### config.mk
export PLATFORM = sky130hd
export DESIGN_NAME = bus_arbiter
export DESIGN_NICKNAME = d
export VERILOG_FILES = /design/src/rtl/bus_arbiter.sv
export SDC_FILE = /design/constraint.sdc
export NUM_CORES = 1
export LEC_CHECK = 0
export CAP_MARGIN = 10
export CORE_AREA = 5 5 117 119
export CTS_CLUSTER_SIZE = 25
export DETAILED_ROUTE_END_ITERATION = 16
export DIE_AREA = 0 0 122 124
export PLACE_DENSITY_LB_ADDON = 0.05
export SYNTH_ARGS = -nofsm -noshare
export SYNTH_HDL_FRONTEND = slang
export SYNTH_SLANG_ARGS = --single-unit
### constraint.sdc
create_clock -name clk -period 3.6 [get_ports clk]
set_input_delay 0.9 -clock clk [delete_from_list [all_inputs] [get_ports clk]]
set_output_delay 0.9 -clock clk [all_outputs]
set_load 0.005 [all_outputs]
### src/rtl/bus_arbiter.sv
// ---------------------------------------------------------------------------
// bus_arbiter
//
// Two-master, one-slave Wishbone arbiter. Instruction fetch (m0) and the
// load/store unit (m1) share a single memory port (s). Once a master is
// granted, it keeps the grant for the whole of its CYC. Simultaneous
// requests are resolved by round-robin (FAIR=1) or by fixed priority with
// m1 winning (FAIR=0). A watchdog terminates any strobe that the slave
// leaves unacknowledged for TIMEOUT cycles. It returns a dummy ACK with
// zero data so that the core cannot hang.
//
// Ports
//   clk            system clock, rising edge
//   rst_n          asynchronous active-low reset
//   m0_*_i / m0_*_o  fetch master side   (adr, dat_w, we, stb, cyc in;
//                                         dat_r, ack out)
//   m1_*_i / m1_*_o  LSU master side     (same fields)
//   s_*_o / s_*_i    shared slave side   (adr, dat_w, we, stb, cyc out;
//                                         dat_r, ack in)
//   timeout_clr    synchronous clear of timeout_flag
//   timeout_flag   sticky indication that the watchdog has fired
//   grant          one-hot current owner {m1, m0}, 2'b00 when idle
// ---------------------------------------------------------------------------
module bus_arbiter #(
   parameter int XLEN    = 32,
   parameter int FAIR    = 1,
   parameter int TIMEOUT = 255
) (
   input  logic            clk,
   input  logic            rst_n,

   input  logic [XLEN-1:0] m0_adr_i,
   input  logic [XLEN-1:0] m0_dat_w_i,
   input  logic            m0_we_i,
   input  logic            m0_stb_i,
   input  logic            m0_cyc_i,
   output logic [XLEN-1:0] m0_dat_r_o,
   output logic            m0_ack_o,

   input  logic [XLEN-1:0] m1_adr_i,
   input  logic [XLEN-1:0] m1_dat_w_i,
   input  logic            m1_we_i,
   input  logic            m1_stb_i,
   input  logic            m1_cyc_i,
   output logic [XLEN-1:0] m1_dat_r_o,
   output logic            m1_ack_o,

   output logic [XLEN-1:0] s_adr_o,
   output logic [XLEN-1:0] s_dat_w_o,
   output logic            s_we_o,
   output logic            s_stb_o,
   output logic            s_cyc_o,
   input  logic [XLEN-1:0] s_dat_r_i,
   input  logic            s_ack_i,

   input  logic            timeout_clr,
   output logic            timeout_flag,
   output logic [1:0]      grant
);

   // The watchdog counter only ever needs to reach TIMEOUT-1. It fires
   // during the cycle that would take it to TIMEOUT.
   localparam int            CW      = (TIMEOUT < 1) ? 1 : $clog2(TIMEOUT + 1);
   localparam logic [CW-1:0] WD_LAST = CW'(TIMEOUT - 1);

   typedef enum logic [1:0] {
      IDLE = 2'd0,
      GNT0 = 2'd1,
      GNT1 = 2'd2
   } state_e;

   state_e          state_q, state_d;
   logic            lastGrant_q, lastGrant_d;     // 1 = m1 owned the bus last
   logic [CW-1:0]   wdCount_q, wdCount_d;
   logic            timeoutFlag_q, timeoutFlag_d;

   logic            granted;
   logic            ownerIsM1;
   logic [XLEN-1:0] ownAdr;
   logic [XLEN-1:0] ownDatW;
   logic            ownWe;
   logic            ownStb;
   logic            ownCyc;
   logic            waiting;
   logic            wdFire;

   // Arbitration decision used both from IDLE and at the release of a grant.
   // lastWasM1 is the most recent owner. Under round-robin, the other master
   // wins a tie. Under fixed priority, the LSU always wins a tie.
   function automatic state_e pickNext(input logic req0,
                                       input logic req1,
                                       input logic lastWasM1);
      state_e nxt;
      nxt = IDLE;
      if (req0 && req1) begin
         if (FAIR != 0) begin
            nxt = lastWasM1 ? GNT0 : GNT1;
         end else begin
            nxt = GNT1;
         end
      end else if (req0) begin
         nxt = GNT0;
      end else if (req1) begin
         nxt = GNT1;
      end
      return nxt;
   endfunction

   // Select the bus signals of the current owner. Outside a grant these
   // values are never used, because the slave outputs are gated by
   // 'granted' below.
   always_comb begin
      granted   = (state_q == GNT0) || (state_q == GNT1);
      ownerIsM1 = (state_q == GNT1);
      ownAdr    = m0_adr_i;
      ownDatW   = m0_dat_w_i;
      ownWe     = m0_we_i;
      ownStb    = m0_stb_i;
      ownCyc    = m0_cyc_i;
      if (ownerIsM1) begin
         ownAdr  = m1_adr_i;
         ownDatW = m1_dat_w_i;
         ownWe   = m1_we_i;
         ownStb  = m1_stb_i;
         ownCyc  = m1_cyc_i;
      end
   end

   // A strobe is waiting when the owner is mid-cycle with STB up and the
   // slave has not answered. The watchdog fires on the waiting cycle that
   // brings the count to TIMEOUT. A genuine ACK in that same cycle keeps
   // 'waiting' low, so the real ACK takes precedence.
   always_comb begin
      waiting = granted && ownCyc && ownStb && !s_ack_i;
      wdFire  = waiting && (wdCount_q == WD_LAST);
   end

   // Bus steering. The slave sees only the owner's signals, and all zero
   // while idle. Read data is broadcast to both masters, except on a
   // watchdog abort, where it is zeroed. ACK goes only to the owner. On an
   // abort, CYC and STB are pulled low so that the slave can drop the stuck
   // transfer.
   always_comb begin
      s_adr_o    = '0;
      s_dat_w_o  = '0;
      s_we_o     = 1'b0;
      s_stb_o    = 1'b0;
      s_cyc_o    = 1'b0;
      m0_dat_r_o = s_dat_r_i;
      m1_dat_r_o = s_dat_r_i;
      m0_ack_o   = 1'b0;
      m1_ack_o   = 1'b0;
      if (granted) begin
         s_adr_o   = ownAdr;
         s_dat_w_o = ownDatW;
         s_we_o    = ownWe;
         s_stb_o   = ownStb;
         s_cyc_o   = ownCyc;
         if (wdFire) begin
            s_stb_o    = 1'b0;
            s_cyc_o    = 1'b0;
            m0_dat_r_o = '0;
            m1_dat_r_o = '0;
         end
         if (ownerIsM1) begin
            m1_ack_o = s_ack_i || wdFire;
         end else begin
            m0_ack_o = s_ack_i || wdFire;
         end
      end
   end

   // Next-state logic. The counter defaults to zero. It advances only while
   // the same owner keeps waiting. Therefore ACK, a dropped STB, a release
   // and an abort all clear it. The sticky flag gives priority to a set
   // over a coincident clear.
   always_comb begin
      state_d       = state_q;
      lastGrant_d   = lastGrant_q;
      wdCount_d     = '0;
      timeoutFlag_d = timeoutFlag_q;

      if (timeout_clr) begin
         timeoutFlag_d = 1'b0;
      end
      if (wdFire) begin
         timeoutFlag_d = 1'b1;
      end

      case (state_q)
         IDLE: begin
            state_d = pickNext(m0_cyc_i, m1_cyc_i, lastGrant_q);
         end
         GNT0, GNT1: begin
            if (wdFire) begin
               state_d     = IDLE;
               lastGrant_d = ownerIsM1;
            end else if (!ownCyc) begin
               // A release hands the bus straight to a waiting master,
               // with no idle cycle between the two grants.
               lastGrant_d = ownerIsM1;
               state_d     = pickNext(m0_cyc_i, m1_cyc_i, ownerIsM1);
            end else if (waiting) begin
               wdCount_d = wdCount_q + CW'(1);
            end
         end
         default: begin
            state_d = IDLE;
         end
      endcase
   end

   // State registers. Reset forces IDLE at once. Because every bus output
   // is decoded from the state, this also drops CYC, STB and ACK in the
   // middle of a transfer. After reset, m1 counts as the last owner, so the
   // first tie goes to instruction fetch.
   always_ff @(posedge clk or negedge rst_n) begin
      if (!rst_n) begin
         state_q       <= IDLE;
         lastGrant_q   <= 1'b1;
         wdCount_q     <= '0;
         timeoutFlag_q <= 1'b0;
      end else begin
         state_q       <= state_d;
         lastGrant_q   <= lastGrant_d;
         wdCount_q     <= wdCount_d;
         timeoutFlag_q <= timeoutFlag_d;
      end
   end

   assign grant        = {state_q == GNT1, state_q == GNT0};
   assign timeout_flag = timeoutFlag_q;

endmodule

==> metrics <==
final hold slack 0.530 ns; status completed; total power 2.67 mW; sequential element share of the synthesized area 0.129; critical path startpoint category primary input; wire per inst 17.3 µm; relative slew slack 0.629; num rows 41; Final ANT Viol Nets 0; # port buffers 305; Synth cell types 31; vias 2935; CTS root buffer clkbuf_16; initial core utilization 0.188; Syn Inst Count 288; count of pins over their slew limit 0; first-pass GRT wire length 17.5 mm; CP arrival 2.57 ns; placeable core area 12500 µm²; leak pwr 2.28 nW; synth cell count leaders mux2i_1, nor2b_1, buf_4; Initial DRT Pass Iterations 4; # hold bufs at CTS 0; fraction of layout instances using a drive strength above 1 0.0571; Final Net Count 738; cts bufs inserted 3; CTS clk-pin slew, worst paths 0.04 ns; Inst Count DP 721; Starting DRT DRC Count 85; mapped cell area 2340 µm²; maximum net fanout on the critical path 17; drt via density 4.00; grt ovf 0; FF+latch count, synth 12; Post-synth EDFFs 0; Max Cap Viol 0; DRC Markers 0; final std cells w/o fill 733; largest net degree at the start of global routing 72; f_max 288 MHz; ys flop type dfrtp_1; Critical Setup Path Class in2out; Final min period 3.47 ns; initial antenna violation count 1; asr flop ratio synth 1.00; area of the die 15100 µm²; hold violation count in the final report 0; TritonCTS clock tree done; Layout area overhead 136%; clock latency on the worst-skew pair 0.24 ns; Req. time, crit path 2.70 ns; Hold Path Class reg2reg; Final HPWL DP 10.6 mm; final-report setup violation count 0; worst-margin pin slew 0.555 ns; top-count cell post-synth mux2i_1; WL final 12.7 mm; flop-to-flop setup slack 1.48 ns; Placed Area 5390 µm²; Worst Skew 0.00156 ns; Finished Cell Area 5540 µm²; pwr/cell area 481 nW/µm²; GRT Resource Usage Total 0.152; GP Congestion 0.773; Clock Path Buffers 2; Final period util 0.964; top cells by area, synth mux2i_1, nor2b_1, dfrtp_1, buf_4, and2_1; warnings from Yosys 0; kind of end point of the critical path primary output; Die Y 124 µm; Sink Count 12; H-tree Lvls 1; Avg Cell Area, Syn 8.14 µm²; top-area cell type share of the netlist area 0.282; syn_nets 465; DIE WIDTH 122 µm; IO Count 306; VDD IR-drop max 0.000359 V; post-synth top area cell mux2i_1; unrepaired setup endpoints after global routing no; vias in the first global route 3005
-- final timing paths --
check                                          from  depth (start not counted)                       end
max in group asynchronous                     rst_n                          1   lastGrant_q$_DFFE_PN1P_
min in group asynchronous                     rst_n                          1    wdCount_q[2]$_DFF_PN0_
max                                        m1_stb_i                          8             m1_dat_r_o[0]
min                        timeout_flag$_DFFE_PN0P_                          2  timeout_flag$_DFFE_PN0P_
max reg2reg                  state_q[0]$_DFFE_PN0N_                          9    state_q[1]$_DFFE_PN0N_
min reg2reg                timeout_flag$_DFFE_PN0P_                          2  timeout_flag$_DFFE_PN0P_
-- state kept, by name, indices dropped and copies added, names as in the netlist --
| name | flops |
|---|---|
| wdCount_q | 8 |
| state_q | 2 |
| lastGrant_q | 1 |
| timeout_flag | 1 |
-- area by class of cell --
cell class | count | area, µm²
Antenna cell | 1 | 2.50
Sequential cell | 12 | 302
Fill cell | 1269 | 6930
Timing Repair Buffer | 320 | 3190
Tap cell | 172 | 215
Clock buffer | 4 | 88.8
Inverter | 8 | 30.0
Multi-Input combinational cell | 216 | 1710
-- where the power goes --
part / switching, mW / internal [mW]
combinational: 0.874 / 1.39
clock: 0.0618 / 0.168
sequential: 0.0199 / 0.154
total: 0.956 / 1.71
-- placed cells by master, fill, tap and decap left out, types with 2 or more instances in the layout --
cell | Yosys | layout
and2_1 | 32 | 31
and3_1 | 2 | 2
nor2_1 | 11 | 11
dlygate4sd2_1 | 0 | 68
clkdlybuf4s50_1 | 0 | 236
buf_4 | 33 | 9
mux2i_1 | 66 | 65
xor2_1 | 5 | 5
inv_1 | 8 | 8
clkbuf_16 | 0 | 3
ha_1 | 7 | 6
bufbuf_16 | 0 | 2
nor2b_1 | 65 | 65
buf_12 | 0 | 3
nand3_1 | 4 | 4
nand2_1 | 6 | 6
dfrtp_1 | 11 | 11
o21ai_0 | 3 | 3
-- per-layer routing --
metal  track usage  vias to the layer above  wire length, µm
li1              -                     1464                -
met5             0                        -                0
met2         0.303                      173             6900
met3        0.0599                       10             1470
met1         0.144                     1288             4110
met4        0.0357                        0              183
-- kinds of logic after synthesis --
group                    Yosys count  synth area share
multiplexers                      68             0.293
XOR/XNOR                           6            0.0224
AND/OR/NAND/NOR                  126             0.332
AO/OA/AOI/OAI                      9            0.0336
buffers and inverters             60             0.153
flip-flops                        12             0.129
adder cells (fa/ha/maj)            7            0.0374
-- worst max-delay path: stages --
cell and delay [ns]:
clkdlybuf4s50_1 0.46, mux2_4 0.16, and4bb_4 0.26, nand2b_4 0.08, buf_4 0.15, buf_16 0.14
and2_1 0.16, dlygate4sd2_1 0.26
-- metrics by stage --
step	util	setup TNS (ns)	worst slack (ns)
finish	0.444	0	0.130
global route	0.444	0	0.0505
CTS	0.444	0	0.0352
detailed placement	0.433	-13.21	-0.240
global placement	0.433	-11.24	-0.214
floorplan	-	0	0.687
-- what timing repair did --
item,4_1_cts,5_1_grt
setup endpoints to repair,67,41
pin swaps,1,1
setup buffers,4,0
gates resized for setup,73,1
gates cloned,3,0
(Power assumes the default switching activity.)
